--- src/rtl/seq_shifter_if.sv ---
// seq_shifter_if
//   Request/result bundle for the multi-cycle shift/rotate unit.
//   master: control side (drives start/mode/data_in/num_shifts, observes status).
//   slave : shifter side (observes request, drives busy/done/result/last_out).
//   Signals:
//     start      request pulse, sampled only while the shifter is idle
//     mode       000 SHR, 001 SHRA, 010 SHL, 011 ROR, 100 ROL, others pass-through
//     data_in    operand
//     num_shifts shift amount, only the low clog2(WIDTH) bits are significant
//     busy       high from the accepting edge until done drops
//     done       one-cycle pulse, result valid while high
//     result     shifted/rotated value, held until the next completion
//     last_out   last bit shifted or rotated out
interface seq_shifter_if #(
  parameter int unsigned WIDTH = 32
) ();
  logic             start;
  logic [2:0]       mode;
  logic [WIDTH-1:0] data_in;
  logic [WIDTH-1:0] num_shifts;
  logic             busy;
  logic             done;
  logic [WIDTH-1:0] result;
  logic             last_out;

  modport master (
    output start, mode, data_in, num_shifts,
    input  busy, done, result, last_out
  );

  modport slave (
    input  start, mode, data_in, num_shifts,
    output busy, done, result, last_out
  );
endinterface

--- src/rtl/seq_shifter.sv ---
// seq_shifter
//   Multi-cycle barrel shift/rotate unit. Each cycle the working register is
//   moved by up to STEP positions in the latched direction until the masked
//   amount is exhausted, then the result is published with a one-cycle done.
//   Parameters:
//     WIDTH  data width, power of two, >= 2
//     STEP   max positions moved per cycle, 1..WIDTH
//   Ports:
//     clock  rising-edge clock
//     reset  synchronous active-high reset
//     bus    seq_shifter_if slave modport (start/mode/data_in/num_shifts in,
//            busy/done/result/last_out out, all outputs registered)
module seq_shifter #(
  parameter int unsigned WIDTH = 32,
  parameter int unsigned STEP  = 1
) (
  input  logic          clock,
  input  logic          reset,
  seq_shifter_if.slave  bus
);

  localparam int unsigned AW = $clog2(WIDTH);

  // Per-cycle step clamped to WIDTH-1: the remaining count never exceeds
  // WIDTH-1, so a clamp there yields the same min(STEP, rem).
  localparam logic [AW-1:0] STEP_C = (STEP >= WIDTH) ? {AW{1'b1}} : AW'(STEP);

  typedef enum logic [1:0] {
    S_IDLE,
    S_SHIFT,
    S_DONE
  } state_t;

  typedef enum logic [2:0] {
    M_SHR  = 3'b000,
    M_SHRA = 3'b001,
    M_SHL  = 3'b010,
    M_ROR  = 3'b011,
    M_ROL  = 3'b100
  } mode_t;

  state_t           r_state;
  logic [WIDTH-1:0] r_work;
  logic [2:0]       r_mode;
  logic [AW-1:0]    r_rem;
  logic             r_last;
  logic             r_busy;
  logic             r_done;
  logic [WIDTH-1:0] r_result;
  logic             r_last_out;

  logic             w_mode_valid;
  logic [AW-1:0]    w_k;
  logic [AW-1:0]    w_kinv;
  logic [AW-1:0]    w_idx_r;
  logic [WIDTH-1:0] w_shr;
  logic [WIDTH-1:0] w_sra;
  logic [WIDTH-1:0] w_shl;
  logic [WIDTH-1:0] w_ror;
  logic [WIDTH-1:0] w_rol;
  logic [WIDTH-1:0] w_next;
  logic             w_next_last;
  logic             w_unused_ns_hi;

  assign w_mode_valid = (bus.mode <= M_ROL);

  // Upper amount bits are deliberately ignored (amount taken modulo WIDTH).
  assign w_unused_ns_hi = ^bus.num_shifts[WIDTH-1:AW];

  assign w_k     = (r_rem < STEP_C) ? r_rem : STEP_C;
  // WIDTH - k reduced modulo WIDTH; only meaningful for k >= 1.
  assign w_kinv  = AW'(0) - w_k;
  assign w_idx_r = w_k - AW'(1);

  assign w_shr = r_work >> w_k;
  assign w_sra = $signed(r_work) >>> w_k;
  assign w_shl = r_work << w_k;
  assign w_ror = w_shr | (r_work << w_kinv);
  assign w_rol = w_shl | (r_work >> w_kinv);

  // Bit leaving the register on this step: bit k-1 for rightward moves,
  // bit WIDTH-k for leftward moves. Accumulated over all steps this is the
  // original operand's d[n-1] or d[WIDTH-n].
  always_comb begin
    w_next      = r_work;
    w_next_last = r_last;
    case (r_mode)
      M_SHR: begin
        w_next      = w_shr;
        w_next_last = r_work[w_idx_r];
      end
      M_SHRA: begin
        w_next      = w_sra;
        w_next_last = r_work[w_idx_r];
      end
      M_SHL: begin
        w_next      = w_shl;
        w_next_last = r_work[w_kinv];
      end
      M_ROR: begin
        w_next      = w_ror;
        w_next_last = r_work[w_idx_r];
      end
      M_ROL: begin
        w_next      = w_rol;
        w_next_last = r_work[w_kinv];
      end
      default: begin
        w_next      = r_work;
        w_next_last = r_last;
      end
    endcase
  end

  always_ff @(posedge clock) begin
    if (reset) begin
      r_state    <= S_IDLE;
      r_work     <= '0;
      r_mode     <= '0;
      r_rem      <= '0;
      r_last     <= 1'b0;
      r_busy     <= 1'b0;
      r_done     <= 1'b0;
      r_result   <= '0;
      r_last_out <= 1'b0;
    end else begin
      case (r_state)
        S_IDLE: begin
          if (bus.start) begin
            r_work  <= bus.data_in;
            r_mode  <= bus.mode;
            // Invalid modes take the zero-amount path: pass-through, last_out=0.
            r_rem   <= w_mode_valid ? bus.num_shifts[AW-1:0] : '0;
            r_last  <= 1'b0;
            r_busy  <= 1'b1;
            r_state <= S_SHIFT;
          end
        end
        S_SHIFT: begin
          if (r_rem != '0) begin
            r_work <= w_next;
            r_last <= w_next_last;
            r_rem  <= r_rem - w_k;
          end else begin
            r_done     <= 1'b1;
            r_result   <= r_work;
            r_last_out <= r_last;
            r_state    <= S_DONE;
          end
        end
        S_DONE: begin
          r_done  <= 1'b0;
          r_busy  <= 1'b0;
          r_state <= S_IDLE;
        end
        default: begin
          r_state <= S_IDLE;
        end
      endcase
    end
  end

  assign bus.busy     = r_busy;
  assign bus.done     = r_done;
  assign bus.result   = r_result;
  assign bus.last_out = r_last_out;

endmodule

--- src/flat_wrapper.sv ---
// flat-port wrapper written by rule: the top's interface ports become plain ports
module seq_shifter_flat 
#(
  parameter int unsigned WIDTH = 32,
  parameter int unsigned STEP  = 1
)
  (clock, reset, bus_start, bus_mode, bus_data_in, bus_num_shifts, bus_busy, bus_done, bus_result, bus_last_out);
  seq_shifter_if #(.WIDTH(WIDTH)) bus_i ();
  input  logic clock;
  input  logic reset;
  input wire logic [$bits(bus_i.start)-1:0] bus_start;
  input wire logic [$bits(bus_i.mode)-1:0] bus_mode;
  input wire logic [$bits(bus_i.data_in)-1:0] bus_data_in;
  input wire logic [$bits(bus_i.num_shifts)-1:0] bus_num_shifts;
  output wire logic [$bits(bus_i.busy)-1:0] bus_busy;
  output wire logic [$bits(bus_i.done)-1:0] bus_done;
  output wire logic [$bits(bus_i.result)-1:0] bus_result;
  output wire logic [$bits(bus_i.last_out)-1:0] bus_last_out;
  assign bus_i.start = bus_start;
  assign bus_i.mode = bus_mode;
  assign bus_i.data_in = bus_data_in;
  assign bus_i.num_shifts = bus_num_shifts;
  assign bus_busy = bus_i.busy;
  assign bus_done = bus_i.done;
  assign bus_result = bus_i.result;
  assign bus_last_out = bus_i.last_out;
  seq_shifter #(.WIDTH(WIDTH), .STEP(STEP)) u_core (.clock(clock), .reset(reset), .bus(bus_i));
endmodule
--- config.mk ---
export PLATFORM = sky130hd
export DESIGN_NAME = seq_shifter_flat
export DESIGN_NICKNAME = d
export VERILOG_FILES = /design/src/rtl/seq_shifter_if.sv /design/src/rtl/seq_shifter.sv /design/src/flat_wrapper.sv
export SDC_FILE = /design/constraint.sdc
export NUM_CORES = 1
export LEC_CHECK = 0
export BUFFER_PORTS_ARGS = -buffer_cell sky130_fd_sc_hd__buf_2
export CORE_ASPECT_RATIO = 2
export CORE_MARGIN = 3
export CORE_UTILIZATION = 52
export CTS_BUF_LIST = sky130_fd_sc_hd__clkbuf_4 sky130_fd_sc_hd__clkbuf_8
export DETAILED_ROUTE_END_ITERATION = 12
export PLACE_DENSITY = 0.88
export SLEW_MARGIN = 25
export SYNTH_ARGS = -nofsm -noshare
export SYNTH_HDL_FRONTEND = slang
export SYNTH_SLANG_ARGS = --single-unit
--- constraint.sdc ---
create_clock -name clock -period 2.64 [get_ports clock]
set_input_delay 0.396 -clock clock [delete_from_list [all_inputs] [get_ports clock]]
set_output_delay 0.396 -clock clock [all_outputs]
set_load 0.05 [all_outputs]
---- After elaboration in Yosys (flattened, before gate mapping) ----
Cells that the tools add are included.
Widths: inputs -> output; s select.
storage, ports and cells
  flip-flop bits (word level) ............. 78
  input bits .............................. 70
  output and inout bits ................... 35
  word-level logic and storage cells ...... 75
operators by class
  add/subtract/negate cells ............... 3
  order comparisons ....................... 4
  equal/unequal tests ..................... 11
  shift operators ......................... 5
  multiplexer cells ....................... 24
  bitwise logic cells ..................... 3
  reductions and logical operators ........ 16
operator list
  operator             number
  $pmux 32 s5          1
  $mux 32              2
  $or 32x32->32        2
  $pmux 32 s2          1
  $shl 32x5->32        2
  $shr 32x5->32        2
  $sshr 32x5->32       1
  $mux 5               4
  $lt 5x6->1 const B   2
  $bmux 1 s5           2
  $pmux 5 s2           1
  $reduce_and 2->1     5
  $pmux 1 s2           4
  $reduce_and 4->1     2
  $eq 3x2->1 const B   2
  $mux 1               6
  $ne 6x6->1 const B   1
  $reduce_bool 2->1    3
  $lt 5x1->1 const B   1
  $reduce_bool 5->1    1
  $sub 1x5->5 const A  1
  $sub 5x1->5 const B  1
  $sub 5x5->5          1
  $mux 2               2
  15 further kinds     16

---- Logic depth before layout (Yosys ltp) ----
  word-level depth ........................ 8
  mapped depth ............................ 15

---- Worst setup path after synthesis ----
No wires, ideal clock.
  path kind ............................... register -> register
  from .................................... reg u_core.r_rem[1]
  to ...................................... reg u_core.r_work[10]
  data arrival time ....................... 2,667 ps
  data required time ...................... 2,515 ps
  setup slack ............................. -152 ps
  stages on the path, launching flop included .. 14
  path buffers ............................ 6
  period minus slack after synthesis ...... 2,792 ps
  path through ............................ dfxtp_1 -> nor3_2 -> nand2_2 -> clkinv_2 -> buf_6 -> buf_4 -> buf_2 -> ha_1 -> buf_4 -> clkbuf_1 -> clkbuf_1 -> o21ai_0 -> a221oi_1 -> o31ai_1
on the way
  longest elaborated chain between the ends .. 8
  elaborated cells between the ends (all ways) .. 16
  classes of those cells .................. add/sub (1); order compare (1); eq/ne (1); shift (5); mux (4); bitwise (2); reduce/logical (2)
RTL lines
  element                                         line                                  RTL
  start: declaration                              seq_shifter.sv:45                     logic [AW-1:0] r_rem;
  start signal: assignment                        seq_shifter.sv:133                    r_rem <= w_mode_valid ? bus.num_shifts[AW-1:0] : '0;
  start signal: assignment                        seq_shifter.sv:143                    r_rem <= r_rem - w_k;
  $lt 5x1->1                                      seq_shifter.sv:70                     assign w_k = (r_rem < STEP_C) ? r_rem : STEP_C;
  $mux 5                                          seq_shifter.sv:70
  $sub 1x5->5                                     seq_shifter.sv:72                     assign w_kinv = AW'(0) - w_k;
  $shr 32x5->32 or $shl 32x5->32 (tied branches)  seq_shifter.sv:79, seq_shifter.sv:78
  $or 32x32->32, on equally long branches         seq_shifter.sv:79, seq_shifter.sv:78
  $pmux 32 s5                                     seq_shifter.sv:87                     case (r_mode)
  $mux 32                                         seq_shifter.sv:140                    if (r_rem != '0) begin
  $pmux 32 s2                                     seq_shifter.sv:127                    case (r_state)
  end signal: assignment                          seq_shifter.sv:130                    r_work <= bus.data_in;
  end signal: assignment                          seq_shifter.sv:141                    r_work <= w_next;
  end: declaration                                seq_shifter.sv:43                     logic [WIDTH-1:0] r_work;
Several ways; a longest one is shown, not always the timed one. The select of a mux whose other input is x is not followed.
A chain may end at the register's enable or synchronous reset.

---- Worst setup path in the final report ----
  from .................................... reg u_core.r_rem[0]
  to ...................................... reg u_core.r_work[21]
The elaborated chain is that of the path after synthesis.

==> results.py <==
metrics = {
    "placement": {
        "portBuffers": 77,
        "dp_hpwl_mm": 17.54,
        "place_congestion": 1.061,
        "placed_area_sq_um": 6107,
        "dp_worst_setup_slack_ps": 56.65,
    },
    "global_routing": {
        "grt_antenna_before_repair": 0,
        "grt_max_degree": 58,
        "grt_overflow_total": 0,
        "grt_pass1_vias": 6277,
        "grt_util_all_layers": 0.4233,
        "grt_pass1_wl_mm": 37.29,
    },
    "setup_path": {
        "timing.rr.end": "u_core.r_work[21]",
        "r2r_slack_ps": 70,
        "worst_setup_path_start_kind": "flip-flop",
        "crit_buf_inv": 2,
        "r2r_cells": 10,
        "slowest_stage": "a221oi_1",
        "crit_required_ps": 2900,
        "path_max_fanout": 37,
        "r2r_start": "u_core.r_rem[0]",
        "crit_path_end_kind": "flip-flop",
        "worstPathArrival_ps": 2840,
        "slowest_delay_ps": 460,
        "setup.worst_path.class": "flip-flop to flip-flop",
        "path_cells": "nor3_2 > nand2_2 > clkinv_2 > ha_2 > buf_12 > nor2b_1 > a221oi_1 > o21ai_0 > o31ai_1 > a211oi_1",
        "path_delay_family": "compound AO/OA/AOI/OAI gates",
    },
    "min_path": {
        "hold_class": "input pin to flip-flop",
        "min_path_cells": 3,
        "hold_start": "bus_mode[2]",
        "whs_endpoint": "u_core.r_mode[2]",
    },
    "yosys": {
        "synthDistinctLibCells": 76,
        "synth_area_per_cell_sq_um": 7.024,
        "synth-edff-count": 0,
        "syn_inst": 784,
        "ys_ff_latch": 78,
        "synth-seq-area-share": 0.2836,
        "synthTopCellsByCount": "nand2_1, a21oi_1, dfxtp_1",
        "synth.most_common_cell": "nand2_1",
        "synth_ff_type": "dfxtp_1",
        "synth_top_area_frac": 0.2836,
        "synth_top_cell_by_area": "dfxtp_1",
        "async_flop_share": 0,
        "yosysWarnings": 0,
        "synthTopCellsByArea": "dfxtp_1, nand2_1, a21oi_1",
        "syn_nets": 856,
        "syn_area_sq_um": 5507,
    },
    "clock_network": {
        "cts_tree": "done",
        "postCtsSetupRepairBufs": 0,
        "cts_root_buf": "clkbuf_8",
        "cts-buffers-inserted": 9,
        "clkTransAtPathRegs_ps": 100,
        "cts_hold_buf": 0,
        "cts_resized": 0,
        "h-tree-depth": 3,
        "cts.sinks": 78,
        "clock_latency_ps": 390,
        "cts_max_path_buffers": 2,
    },
    "cells_and_area": {
        "drive_gt1_frac": 0.2131,
        "regArea_sq_um": 1562,
        "area_growth_pct": 15.29,
        "finish.utilization": 0.6215,
        "post-route-cell-area_sq_um": 6349,
        "multi_input_area_sq_um": 3528,
        "layout.nets": 907,
        "nFillCells": 970,
        "num_antenna_cells": 0,
    },
    "sta": {
        "clock-skew-final_ps": 15.15,
        "worst_pin_slew_ps": 741.0,
        "finalCritPeriodShare": 0.9750,
        "setup_tns_ps": 0,
        "fin_ws_ps": 66.02,
        "period_needed_ps": 2574,
        "max-slew-margin-rel": 0.5060,
        "finalSetupViolCount": 0,
        "final-hold-violation-count": 0,
        "maxSlewViolCount": 0,
        "max_freq_mhz": 388.5,
        "rsz0062_at_grt": "false",
    },
    "drt": {
        "vias": 6724,
        "drtPass1Iterations": 6,
        "drt_wl_total_mm": 24.98,
        "detail-route-antenna-nets": 0,
        "drt-initial-drc-count": 877,
        "wl_per_cell_um": 25.62,
        "drc_errors": 0,
        "viasPerCell": 6.896,
    },
    "power": {
        "p_seq_frac": 0.301,
        "netSwitchingFraction": 0.5104,
        "powerDensity_nw_per_um2": 934.7,
        "p_int_mw": 2.906,
        "combPwrFrac": 0.527,
        "ir_worst_vdd_mv": 0.9753,
        "leakage_nw": 2.469,
        "power_mw": 5.934,
        "p_sw_mw": 3.029,
        "clkPwrFrac": 0.172,
    },
    "floorplan": {
        "core_sq_um": 10210,
        "die-area_sq_um": 11940,
        "rows": 52,
        "ios": 105,
        "die_width_um": 78.77,
        "start_util": 0.5391,
        "die_y_um": 151.5,
    },
    "run": {
        "maxCapViolCount": 0,
    },
    "outcome": {
        "outcome": "completed",
    },
}
[power by group through the flow]
stage	clock network, mW	registers [mW]	logic, mW
3_3_place_gp	0	1.76	2.98
2_1_floorplan	0	1.60	2.13
5_1_grt	1.06	1.77	3.32
6_report	1.02	1.78	3.13
3_5_place_dp	0	1.76	3.00
4_1_cts	1.02	1.73	3.01
[area by class of cell]
| class | instances | area share |
|---|---|---|
| well taps | 135 | 0.02661 |
| clock inverters | 7 | 0.01419 |
| flip-flops and latches | 78 | 0.2460 |
| multi-input cells | 606 | 0.5558 |
| inverters | 9 | 0.005518 |
| repair buffers | 131 | 0.1324 |
| clock buffers | 9 | 0.01951 |
[layer usage]
| layer | global-route usage | share of wire | wire (um) |
|---|---|---|---|
| met1 | 0.4685 | 0.33 | 8263 |
| met2 | 0.6831 | 0.47 | 11810 |
| met3 | 0.08876 | 0.094 | 2342 |
| met4 | 0.3581 | 0.10 | 2571 |
| met5 | 0 | 0 | 0 |
[cells by family (layout without fill, tap and decap cells)]
logic type / after synthesis / count (layout) / synth area share
simple gates: 310 / 310 / 0.2577
compound gates: 268 / 268 / 0.3174
buf+inv: 100 / 156 / 0.08112
flops: 78 / 78 / 0.2836
mux: 22 / 22 / 0.05021
xor+xnor: 3 / 3 / 0.004773
fa+ha+maj: 2 / 2 / 0.004544
other cells: 1 / 1 / 0.0006810
[how the worst max path moves through the flow]
stage | cells after the start | startpoint | slack [ps] | end
floorplan | 15 | u_core.r_rem[0] | 8 | u_core.r_work[22]
global placement | 10 | u_core.r_rem[0] | 130 | u_core.r_work[11]
detailed placement | 6 | u_core.r_mode[0] | 60 | u_core.r_work[23]
CTS | 6 | u_core.r_mode[0] | 30 | u_core.r_work[23]
global route | 10 | u_core.r_rem[0] | 20 | u_core.r_work[11]
finish | 10 | u_core.r_rem[0] | 70 | u_core.r_work[21]
[state kept, by name, summed over array words and instances (netlist names)]
signal and cells:
u_core.bus.result 32, u_core.r_work 32, u_core.r_rem 5, u_core.r_mode 3, u_core.r_state 2, u_core.bus.busy 1, u_core.bus.done 1, u_core.bus.last_out 1
u_core.r_last 1
[cells in the final DEF, fill, tap and decap left out, types with 6 or more instances in the layout]
master / Yosys / final
buf_2: 31 / 77
clkbuf_8: 0 / 9
o31ai_1: 6 / 6
and3_1: 7 / 7
buf_4: 4 / 50
o22ai_1: 7 / 7
nand3_1: 23 / 23
a22oi_1: 9 / 9
nand2_1: 141 / 141
nor2_1: 73 / 73
inv_1: 7 / 7
a211oi_1: 25 / 24
dfxtp_1: 78 / 78
a21oi_1: 92 / 90
o21ai_0: 39 / 38
nand3b_1: 6 / 6
nor3_1: 15 / 15
mux2i_1: 13 / 13
a311oi_1: 13 / 13
a31oi_1: 19 / 18
a221oi_1: 8 / 8
[worst reg2reg max path, delay by kind of cell, from the launching register on]
kind                       cells  cell delay (ps)
DFF                            1              430
and+or+nand+nor                3              290
adders and majority gates      1              410
AOI/OAI and AO/OA              4              980
buffers and inverters          2              340
[through the flow]
step	hold slack [ps]	instances
finish	249.9	975
global route	266.2	975
CTS	252.1	975
detailed placement	444.5	959
global placement	438.8	959
floorplan	432.2	784
Note: power is estimated with default switching activity, not from simulation.
